[config.mk]
export PLATFORM = sky130hd
export DESIGN_NAME = int_control_unit_flat
export DESIGN_NICKNAME = d
export VERILOG_FILES = /design/src/rtl/int_control_unit_if.sv /design/src/rtl/int_control_unit.sv /design/src/flat_wrapper.sv
export SDC_FILE = /design/constraint.sdc
export NUM_CORES = 1
export LEC_CHECK = 0
export BUFFER_PORTS_ARGS = -buffer_cell sky130_fd_sc_hd__buf_2
export CAP_MARGIN = 20
export CORE_MARGIN = 2
export CORE_UTILIZATION = 48
export DETAILED_ROUTE_END_ITERATION = 10
export PLACE_DENSITY = 0.81
export SLEW_MARGIN = 20
export SYNTH_ARGS = -nofsm -noshare
export SYNTH_HDL_FRONTEND = slang
export SYNTH_SLANG_ARGS = --single-unit
[constraint.sdc]
create_clock -name clk -period 3.26 [get_ports clk]
set_clock_uncertainty 0.2 [all_clocks]
set_input_delay 0.652 -clock clk [delete_from_list [all_inputs] [get_ports clk]]
set_output_delay 0.652 -clock clk [all_outputs]
set_load 0.01 [all_outputs]
[src/rtl/int_control_unit_if.sv]
`default_nettype none
// ============================================================================
// Module      : int_control_unit_if
// Description : Unified memory port between the control unit (master) and
//               the instruction/data memory (slave). A request is held
//               until the memory answers with mem_ready.
// Revision    : 1.0 - initial release
// ============================================================================
interface int_control_unit_if;
  logic [15:0] mem_addr;
  logic        mem_rd;
  logic        mem_wr;
  logic [15:0] mem_wdata;
  logic [15:0] mem_rdata;
  logic        mem_ready;

  modport master (
    output mem_addr, mem_rd, mem_wr, mem_wdata,
    input  mem_rdata, mem_ready
  );

  modport slave (
    input  mem_addr, mem_rd, mem_wr, mem_wdata,
    output mem_rdata, mem_ready
  );
endinterface
`default_nettype wire

[src/rtl/int_control_unit.sv]
`default_nettype none
// ============================================================================
// Module      : int_control_unit
// Description : Instruction sequencer for the integer datapath. Fetches
//               16-bit instructions, decodes them and drives the datapath
//               control word; handles loads/stores through the memory port.
// Revision    : 1.0 - initial release
// ============================================================================
module int_control_unit #(
  parameter logic [15:0] RESET_PC   = 16'h0000,
  parameter logic [3:0]  ALU_ADD    = 4'h4,
  parameter logic [3:0]  ALU_PASS_S = 4'h1
) (
  input  logic                      clk,
  input  logic                      rst,
  int_control_unit_if.master        bus,
  output logic [2:0]                W_Adr,
  output logic                      we,
  output logic [2:0]                R_Adr,
  output logic [2:0]                S_Adr,
  output logic [15:0]               DS,
  output logic                      S_Sel,
  output logic [3:0]                ALU_OP,
  input  logic [15:0]               Reg_Out,
  input  logic [15:0]               Alu_Out,
  input  logic                      N,
  input  logic                      Z,
  input  logic                      C,
  output logic [15:0]               pc,
  output logic                      halted,
  output logic                      illegal
);

  localparam logic [3:0] OP_RR   = 4'd0;
  localparam logic [3:0] OP_LDI  = 4'd1;
  localparam logic [3:0] OP_ADDI = 4'd2;
  localparam logic [3:0] OP_LD   = 4'd3;
  localparam logic [3:0] OP_ST   = 4'd4;
  localparam logic [3:0] OP_BR   = 4'd5;
  localparam logic [3:0] OP_HALT = 4'd6;

  typedef enum logic [2:0] {
    S_FETCH  = 3'd0,
    S_DECODE = 3'd1,
    S_EXEC   = 3'd2,
    S_MEM    = 3'd3,
    S_HALTED = 3'd4
  } state_t;

  state_t      state, state_nxt;
  logic [15:0] ir, ir_nxt;
  logic [15:0] pc_nxt;
  logic [2:0]  flags, flags_nxt;     // {n,z,c}
  logic        illegal_nxt;
  // Low for the first cycle after reset so no request leaves before the
  // memory side has seen the reset too.
  logic        req_en;

  logic        rd_req;
  logic        wr_req;
  logic [15:0] addr_sel;

  logic [3:0]  op;
  logic [2:0]  rd_f;
  logic [2:0]  rs_f;
  logic [15:0] sext6;
  logic [15:0] sext9;
  logic        br_taken;

  assign op    = ir[15:12];
  assign rd_f  = ir[11:9];
  assign rs_f  = ir[8:6];
  assign sext6 = {{10{ir[5]}}, ir[5:0]};
  assign sext9 = {{7{ir[8]}}, ir[8:0]};

  // An empty mask means "always"; otherwise any selected flag set.
  assign br_taken = (rd_f == 3'b000) || ((rd_f & flags) != 3'b000);

  assign bus.mem_rd    = rd_req;
  assign bus.mem_wr    = wr_req;
  assign bus.mem_addr  = addr_sel;
  assign bus.mem_wdata = Alu_Out;
  assign halted        = (state == S_HALTED);

  // Architectural state register; reset abandons any pending request.
  always_ff @(posedge clk) begin
    if (rst) begin
      state   <= S_FETCH;
      pc      <= RESET_PC;
      ir      <= 16'h0000;
      flags   <= 3'b000;
      illegal <= 1'b0;
      req_en  <= 1'b0;
    end else begin
      state   <= state_nxt;
      pc      <= pc_nxt;
      ir      <= ir_nxt;
      flags   <= flags_nxt;
      illegal <= illegal_nxt;
      req_en  <= 1'b1;
    end
  end

  // Sequencer: next state, memory requests and register write enable.
  always_comb begin
    state_nxt   = state;
    pc_nxt      = pc;
    ir_nxt      = ir;
    flags_nxt   = flags;
    illegal_nxt = illegal;
    rd_req      = 1'b0;
    wr_req      = 1'b0;
    addr_sel    = pc;
    we          = 1'b0;
    case (state)
      S_FETCH: begin
        if (req_en) begin
          rd_req = 1'b1;
          if (bus.mem_ready) begin
            ir_nxt    = bus.mem_rdata;
            pc_nxt    = pc + 16'd1;
            state_nxt = S_DECODE;
          end
        end
      end
      S_DECODE: begin
        case (op)
          OP_RR, OP_LDI, OP_ADDI, OP_BR: state_nxt = S_EXEC;
          OP_LD, OP_ST:                  state_nxt = S_MEM;
          OP_HALT:                       state_nxt = S_HALTED;
          default: begin
            state_nxt   = S_HALTED;
            illegal_nxt = 1'b1;
          end
        endcase
      end
      S_EXEC: begin
        if (op == OP_BR) begin
          if (br_taken) pc_nxt = pc + sext9;
        end else begin
          we        = 1'b1;
          flags_nxt = {N, Z, C};
        end
        state_nxt = S_FETCH;
      end
      S_MEM: begin
        addr_sel = Reg_Out;
        if (op == OP_LD) begin
          rd_req = 1'b1;
          we     = bus.mem_ready;
        end else begin
          wr_req = 1'b1;
        end
        if (bus.mem_ready) state_nxt = S_FETCH;
      end
      S_HALTED: begin
        state_nxt = S_HALTED;
      end
      default: state_nxt = S_FETCH;
    endcase
  end

  // Datapath control word decoded straight from the instruction register.
  always_comb begin
    W_Adr  = rd_f;
    R_Adr  = rd_f;
    S_Adr  = rs_f;
    DS     = 16'h0000;
    S_Sel  = 1'b0;
    ALU_OP = ALU_PASS_S;
    case (op)
      OP_RR: begin
        ALU_OP = ir[3:0];
      end
      OP_LDI: begin
        DS    = sext9;
        S_Sel = 1'b1;
      end
      OP_ADDI: begin
        DS     = sext6;
        S_Sel  = 1'b1;
        ALU_OP = ALU_ADD;
      end
      OP_LD: begin
        R_Adr = rs_f;
        DS    = bus.mem_rdata;
        S_Sel = 1'b1;
      end
      OP_ST: begin
        R_Adr = rs_f;
        S_Adr = rd_f;
      end
      default: begin
        ALU_OP = ALU_PASS_S;
      end
    endcase
  end

endmodule
`default_nettype wire
[src/flat_wrapper.sv]
// flat-port wrapper written by rule: the top's interface ports become plain ports
module int_control_unit_flat 
#(
  parameter logic [15:0] RESET_PC   = 16'h0000,
  parameter logic [3:0]  ALU_ADD    = 4'h4,
  parameter logic [3:0]  ALU_PASS_S = 4'h1
)
  (clk, rst, W_Adr, we, R_Adr, S_Adr, DS, S_Sel, ALU_OP, Reg_Out, Alu_Out, N, Z, C, pc, halted, illegal, bus_mem_addr, bus_mem_rd, bus_mem_wr, bus_mem_wdata, bus_mem_rdata, bus_mem_ready);
  int_control_unit_if bus_i ();
  input  logic clk;
  input  logic rst;
  output logic [2:0] W_Adr;
  output logic we;
  output logic [2:0] R_Adr;
  output logic [2:0] S_Adr;
  output logic [15:0] DS;
  output logic S_Sel;
  output logic [3:0] ALU_OP;
  input  logic [15:0] Reg_Out;
  input  logic [15:0] Alu_Out;
  input  logic N;
  input  logic Z;
  input  logic C;
  output logic [15:0] pc;
  output logic halted;
  output logic illegal;
  output wire logic [$bits(bus_i.mem_addr)-1:0] bus_mem_addr;
  output wire logic [$bits(bus_i.mem_rd)-1:0] bus_mem_rd;
  output wire logic [$bits(bus_i.mem_wr)-1:0] bus_mem_wr;
  output wire logic [$bits(bus_i.mem_wdata)-1:0] bus_mem_wdata;
  input wire logic [$bits(bus_i.mem_rdata)-1:0] bus_mem_rdata;
  input wire logic [$bits(bus_i.mem_ready)-1:0] bus_mem_ready;
  assign bus_mem_addr = bus_i.mem_addr;
  assign bus_mem_rd = bus_i.mem_rd;
  assign bus_mem_wr = bus_i.mem_wr;
  assign bus_mem_wdata = bus_i.mem_wdata;
  assign bus_i.mem_rdata = bus_mem_rdata;
  assign bus_i.mem_ready = bus_mem_ready;
  int_control_unit #(.RESET_PC(RESET_PC), .ALU_ADD(ALU_ADD), .ALU_PASS_S(ALU_PASS_S)) u_core (.clk(clk), .rst(rst), .bus(bus_i), .W_Adr(W_Adr), .we(we), .R_Adr(R_Adr), .S_Adr(S_Adr), .DS(DS), .S_Sel(S_Sel), .ALU_OP(ALU_OP), .Reg_Out(Reg_Out), .Alu_Out(Alu_Out), .N(N), .Z(Z), .C(C), .pc(pc), .halted(halted), .illegal(illegal));
endmodule
==> impl_metrics.yaml, run 1 <==
status:
  status: "finished clean"
global_routing:
  grt_max_degree: 49
  grt_pass1_vias: 3055
  grtUsageTotal: 0.2272
  grt_first_pass_wirelength_um: 13780
  grt.overflow.total: 0
  antenna_found_initial: 0
floorplan:
  die_area_mm2: 0.007222
  die_x_um: 84.99
  start_util: 0.4958
  ioPinCount: 137
  row_count: 29
  fp.dieH_um: 84.99
  coreArea_mm2: 0.006350
worst_setup_path:
  worst_setup_path_start_kind: "register"
  slowest_delay_ns: 0.39
  crit_required_ns: 3.26
  rrSetupSlack_ns: 0.22
  regToRegEndpoint: "u_core.pc[14]"
  crit_path_end_kind: "register"
  critPathArrivalTime_ns: 3.04
  crit_type: "reg2reg"
  regToRegStartpoint: "u_core.state[2]"
  crit_family: "simple AND/OR/NAND/NOR gates"
  cpMaxStageDelayCell: "nor3b_4"
  path_buf_inv: 0
  cp_max_fo: 11
  r2r_cells: 9
  path_cells: "nor3b_4 > and2_1 > ha_1 > nor2b_1 > o211ai_1 > a211oi_4 > or3_1 > a21o_1 > mux2_4"
cts:
  post_cts_buffers: 0
  clockBufferDepth: 2
  cts_root_buf: "clkbuf_8"
  clock-sinks: 40
  htree_levels: 2
  holdBufCountCts: 0
  clk_pin_slew_ns: 0.08
  clock_latency_ns: 0.30
  numCtsBuffers: 5
  cts_tree: "done"
logic_synthesis:
  ys_types: 55
  synth_simple_gate_area_frac: 0.3196
  synth-xor-area-share: 0.01351
  synth_top_cell_by_area: "dfxtp_1"
  synth_fp_nets: 501
  synth_top_area_frac: 0.2544
  synth_mux_area_frac: 0.09141
  ys_seq_area_frac: 0.2544
  synth_area_per_cell_um2: 7.187
  ys.flop_type: "dfxtp_1"
  synth-edff-count: 0
  synth_area_leaders: "dfxtp_1, nand2_1, a21oi_1"
  synthCells: 438
  synth_warnings: 0
  synth-seq-cells: 40
  synth_area_mm2: 0.003148
  synth_compound_area_frac: 0.1816
  synth_top_family_by_area: "simple AND/OR/NAND/NOR gates"
  async_reset_ff_frac: 0
  synthAdderAreaFrac: 0.03816
sta:
  finalSetupTns_ns: 0
  tightest_slew_ns: 0.8817
  grt_setup_unrepaired: "false"
  worst_slack_ns: 0.2230
  hold_ws_ns: 0.2736
  finalHoldViolCount: 0
  period_share: 0.9316
  setup_violations: 0
  fin_crit_ns: 3.037
  slew_violations: 0
  max_freq_mhz: 329.3
  maxSlewHeadroom: 0.4122
route:
  drt-total-wl_um: 8223
  antenna_left: 0
  route.vias.total: 3305
  wire_per_inst_um: 13.91
  drc: 0
  drtPass1Iterations: 5
  first_iter_violations: 177
  viasPerCell: 5.592
worst_hold_path:
  hold_depth: 2
  min_from: "u_core.illegal"
  holdPathEnd: "u_core.illegal"
  holdCritPathClass: "reg2reg"
pwr:
  p_clk_frac: 0.451
  p_sw_mw: 0.3081
  leakagePower_nw: 1.891
  pwr-share-comb: 0.135
  p_int_mw: 0.9611
  swShare: 0.2428
  vdd_drop_max_v: 0.0001970
  p_per_area_mw_per_mm2: 340.4
  p_seq_frac: 0.413
  power_mw: 1.269
cells_and_area:
  layout_commonest_cell: "nand2_1"
  postLayoutCellArea_mm2: 0.003729
  most-common-layout-cells: "nand2_1, buf_2, a21oi_1"
  nets: 576
  area_delta_synth_final_pct: 18.44
  antenna_cells: 0
  drive_above_1_share: 0.2918
place:
  placed_cell_area_mm2: 0.003562
  gp_congestion: 0.8500
  hpwlAfterDp_um: 5989
  preCtsSetupSlack_ns: 0.1630
  port_buffers: 104
run:
  drv_cap: 0
## kinds of logic after synthesis
kind of cell | Yosys count
flops | 40
compound gates | 90
fa+ha+maj | 9
xor+xnor | 4
buf+inv | 56
simple gates | 213
mux | 26
## through the flow
step / cells / utilization
after floorplan: 438 / -
after global placement: 583 / 0.5610
after detailed placement: 583 / 0.5610
after CTS: 591 / 0.5860
after global routing: 591 / 0.5872
final: 591 / 0.5872
## flip-flops by register name (all words and copies together) (netlist names)
register	cells
u_core.pc	16
u_core.ir	16
u_core.state	3
u_core.flags	3
u_core.illegal	1
u_core.req_en	1
## how the worst max path moves through the flow
stage	depth (start not counted)	to	startpoint	slack [ns]
finish	9	u_core.pc[14]	u_core.state[2]	0.22
global route	9	u_core.pc[14]	u_core.state[2]	0.06
CTS	5	R_Adr[0]	u_core.ir[12]	0.08
detailed placement	11	u_core.pc[14]	u_core.state[2]	0.16
global placement	9	u_core.pc[14]	u_core.state[2]	0.27
floorplan	11	u_core.pc[14]	u_core.state[2]	0.37
## synth_stat cells, types with 4 or more instances
master	n
a21o_1	12
nor2_1	33
nor3_1	10
mux2i_1	7
inv_1	8
a22oi_1	5
o21ai_0	9
nand2_1	111
mux2_1	4
ha_1	8
nand3_1	8
and2_1	7
clkbuf_1	17
a21oi_1	41
buf_4	20
nand3b_1	4
buf_6	4
nor2b_1	11
and3_1	4
dfxtp_1	40
or3_1	8
mux2_2	14
## power groups by stage
stage	clock network, mW	registers [mW]	logic (mW)
2_1_floorplan	0	0.526	0.131
3_3_place_gp	0	0.535	0.166
3_5_place_dp	0	0.535	0.170
4_1_cts	0.581	0.524	0.171
5_1_grt	0.600	0.528	0.190
6_report	0.573	0.525	0.172
## worst register-to-register path: cells and delay by family, from the launching register on
family	cells	cell delay (ns)
flops	1	0.35
simple gates	4	1.12
compound gates	3	0.71
fa+ha+maj	1	0.26
mux	1	0.29
## repair_timing
item,in CTS,in global routing
hold endpoints to repair,0,0
endpoints found under the setup margin,0,7
gates resized for setup,0,2
## area by class of cell
cell class / instances / area [um^2]
Timing Repair Buffer: 115 / 603.1
Inverter: 9 / 33.78
Clock buffer: 5 / 68.82
Clock inverter: 3 / 90.09
Sequential cell: 40 / 802.0
Multi-Input combinational cell: 342 / 2034
Fill cell: 593 / 2621
Tap cell: 77 / 96.34
## metal layers
layer,up-vias,GRT usage,wire (um)
li1,1632,-,-
met1,1517,0.2861,3623
met2,141,0.3807,3874
met3,15,0.04377,575
met4,0,0.09235,148
met5,-,0,0
Note: power is estimated with default switching activity, not from simulation.
==> inputs of run 2 (changes only) <==
--- a/config.mk
+++ b/config.mk
@@ -7,6 +7,7 @@
 export LEC_CHECK = 0
 export BUFFER_PORTS_ARGS = -buffer_cell sky130_fd_sc_hd__buf_2
 export CAP_MARGIN = 20
+export CORE_ASPECT_RATIO = 1.2
 export CORE_MARGIN = 2
 export CORE_UTILIZATION = 48
 export DETAILED_ROUTE_END_ITERATION = 10
==> run 2 against run 1 <==
Sequential power hardly changed. Flip-flop and latch count unchanged. Clock power decreased by 41%. Wire length decreased by 3.7%. Worst hold slack better by 0.0020 ns. First-iteration DRC count up 45%. Combinational power is essentially flat. Cell count rose by 1.9%.
==> impl_metrics.yaml, run 2 (synthesis gave the netlist of run 1 again) <==
global_routing:
  grt_first_pass_wirelength_um: 13030
  grt.overflow.total: 0
  antenna_found_initial: 0
  grt_pass1_vias: 2948
  grtUsageMet1: 0.2536
  grt_busiest_layer: "met2"
  grt.met3_usage: 0.04386
  grtUsageTotal: 0.2177
  grt_max_degree: 49
  grt_util_met2: 0.3829
sta:
  hold_ws_ns: 0.2756
  maxSlewHeadroom: 0.4337
  finalHoldViolCount: 0
  slew_violations: 0
  tightest_slew_ns: 0.8494
  grt_setup_unrepaired: "false"
  setup_violations: 0
  fin_crit_ns: 2.965
  max_freq_mhz: 337.2
  finalSetupTns_ns: 0
  period_share: 0.9096
worst_setup_path:
  path_cells: "nor3b_4 > buf_4 > and2_1 > ha_1 > and3_1 > mux2i_1 > a211oi_4 > or3_1 > a21o_1 > mux2_4"
  cpMaxStageDelayCell: "or3_1"
  slowest_delay_ns: 0.36
  worst_setup_path_start_kind: "register"
  cp_max_fo: 7
  regToRegStartpoint: "u_core.state[0]"
  crit_path_end_kind: "register"
  critPathLaunch: "u_core.state[0]"
  critPathArrivalTime_ns: 2.96
  crit_required_ns: 3.25
  crit_type: "reg2reg"
  r2r_cells: 10
worst_hold_path:
  holdCritPathClass: "reg2reg"
  hold_depth: 2
  min_from: "u_core.illegal"
floorplan:
  ioPinCount: 137
  start_util: 0.4914
  coreArea_mm2: 0.006406
  die_x_um: 77.93
  die_area_mm2: 0.007224
  fp.dieH_um: 92.71
  row_count: 32
cells_and_area:
  drive_above_1_share: 0.2921
  nets: 579
  most-common-layout-cells: "nand2_1, buf_2, a21oi_1"
  antenna_cells: 0
  reg_top3: "u_core.ir: 16 flops, u_core.pc: 16 flops"
  area_delta_synth_final_pct: 17.21
  n_fill_cell: 593
  layout_commonest_cell: "nand2_1"
pwr:
  p_seq_frac: 0.504
  p_clk_frac: 0.326
  p_per_area_mw_per_mm2: 280.6
  swShare: 0.2927
  pwr-share-comb: 0.169
  vdd_drop_max_v: 0.0001868
  leakagePower_nw: 1.871
  p_int_mw: 0.7323
  p_sw_mw: 0.3031
run:
  drv_cap: 0
place:
  port_buffers: 104
  gp_congestion: 0.8812
  hpwlAfterDp_um: 5989
cts:
  clock-sinks: 40
  clock_latency_ns: 0.30
  cts_root_buf: "clkbuf_8"
  clk_pin_slew_ns: 0.08
  htree_levels: 2
  cts_tree: "done"
  clockBufferDepth: 2
  numCtsBuffers: 5
route:
  wire_per_inst_um: 13.15
  first_iter_violations: 257
  drt-total-wl_um: 7919
  antenna_left: 0
  route.vias.total: 3240
  drc: 0
  viasPerCell: 5.382
  drtPass1Iterations: 5
status:
  status: "finished clean"
## run 2: cell types whose count changed in the layout (fill, tap and decap cells not counted)
cell        delta
buf_4          +3
bufinv_16      -3
clkbuf_1       +1
clkinv_4       +1
clkinvlp_4     +1
dfxtp_1        +1
dfxtp_2        -1
## run 2: per-layer routing
layer | part of all wire | routed length (um) | up-vias
li1 | - | - | 1628
met1 | 0.42 | 3327 | 1457
met2 | 0.48 | 3808 | 136
met3 | 0.073 | 579 | 19
met4 | 0.026 | 204 | 0
met5 | 0 | 0 | -
## run 2: path summary, 6_finish.rpt
check,endpoint,slack [ns]
worst max register to register,u_core.pc[14],0.29
worst max-delay path,u_core.pc[14],0.29
worst min-delay path,u_core.illegal,0.28
worst min register to register,u_core.illegal,0.28
## run 2: cell type report
type | instances | area (um^2) | share of cell area
clock inverter | 2 | 16.27 | 0.004408
timing repair buffer | 118 | 625.6 | 0.1695
inverter | 9 | 33.78 | 0.009156
clock buffer | 6 | 72.57 | 0.01967
sequential | 40 | 800.8 | 0.2170
multi-input combinational | 342 | 2034 | 0.5514
tap | 85 | 106.4 | 0.02882
## run 2: power groups by stage
| stage | clock network [mW] | logic, mW | registers (mW) |
|---|---|---|---|
| after floorplan | 0 | 0.131 | 0.526 |
| after global placement | 0 | 0.169 | 0.532 |
| after detailed placement | 0 | 0.172 | 0.533 |
| after CTS | 0.346 | 0.173 | 0.522 |
| after global routing | 0.364 | 0.195 | 0.525 |
| final | 0.338 | 0.175 | 0.522 |
## run 2: through the flow
step / instances / instance area (um^2) / worst slack, ns / utilization / total power [mW]
after floorplan: 438 / 3148 / 0.3680 / - / 0.6573
after global placement: 592 / 3580 / 0.2464 / 0.5588 / 0.7016
after detailed placement: 592 / 3580 / 0.09421 / 0.5588 / 0.7057
after CTS: 600 / 3669 / 0.08945 / 0.5727 / 1.041
after global routing: 602 / 3690 / 0.1159 / 0.5760 / 1.083
final: 602 / 3690 / 0.2948 / 0.5760 / 1.035
## run 2: timing repair
| action | in CTS | in global routing |
|---|---|---|
| setup buffers | 0 | 2 |
| hold buffers | 0 | 0 |
| gates resized for setup | 0 | 1 |
| endpoints found under the setup margin | 0 | 5 |
## run 2: worst max-delay path, delay by kind of cell, from the launching register on
kind | cells | cell delay [ns]
DFF | 1 | 0.34
buffers and inverters | 1 | 0.19
adders and majority gates | 1 | 0.29
and+or+nand+nor | 4 | 1.01
AOI/OAI and AO/OA | 2 | 0.28
muxes | 2 | 0.55
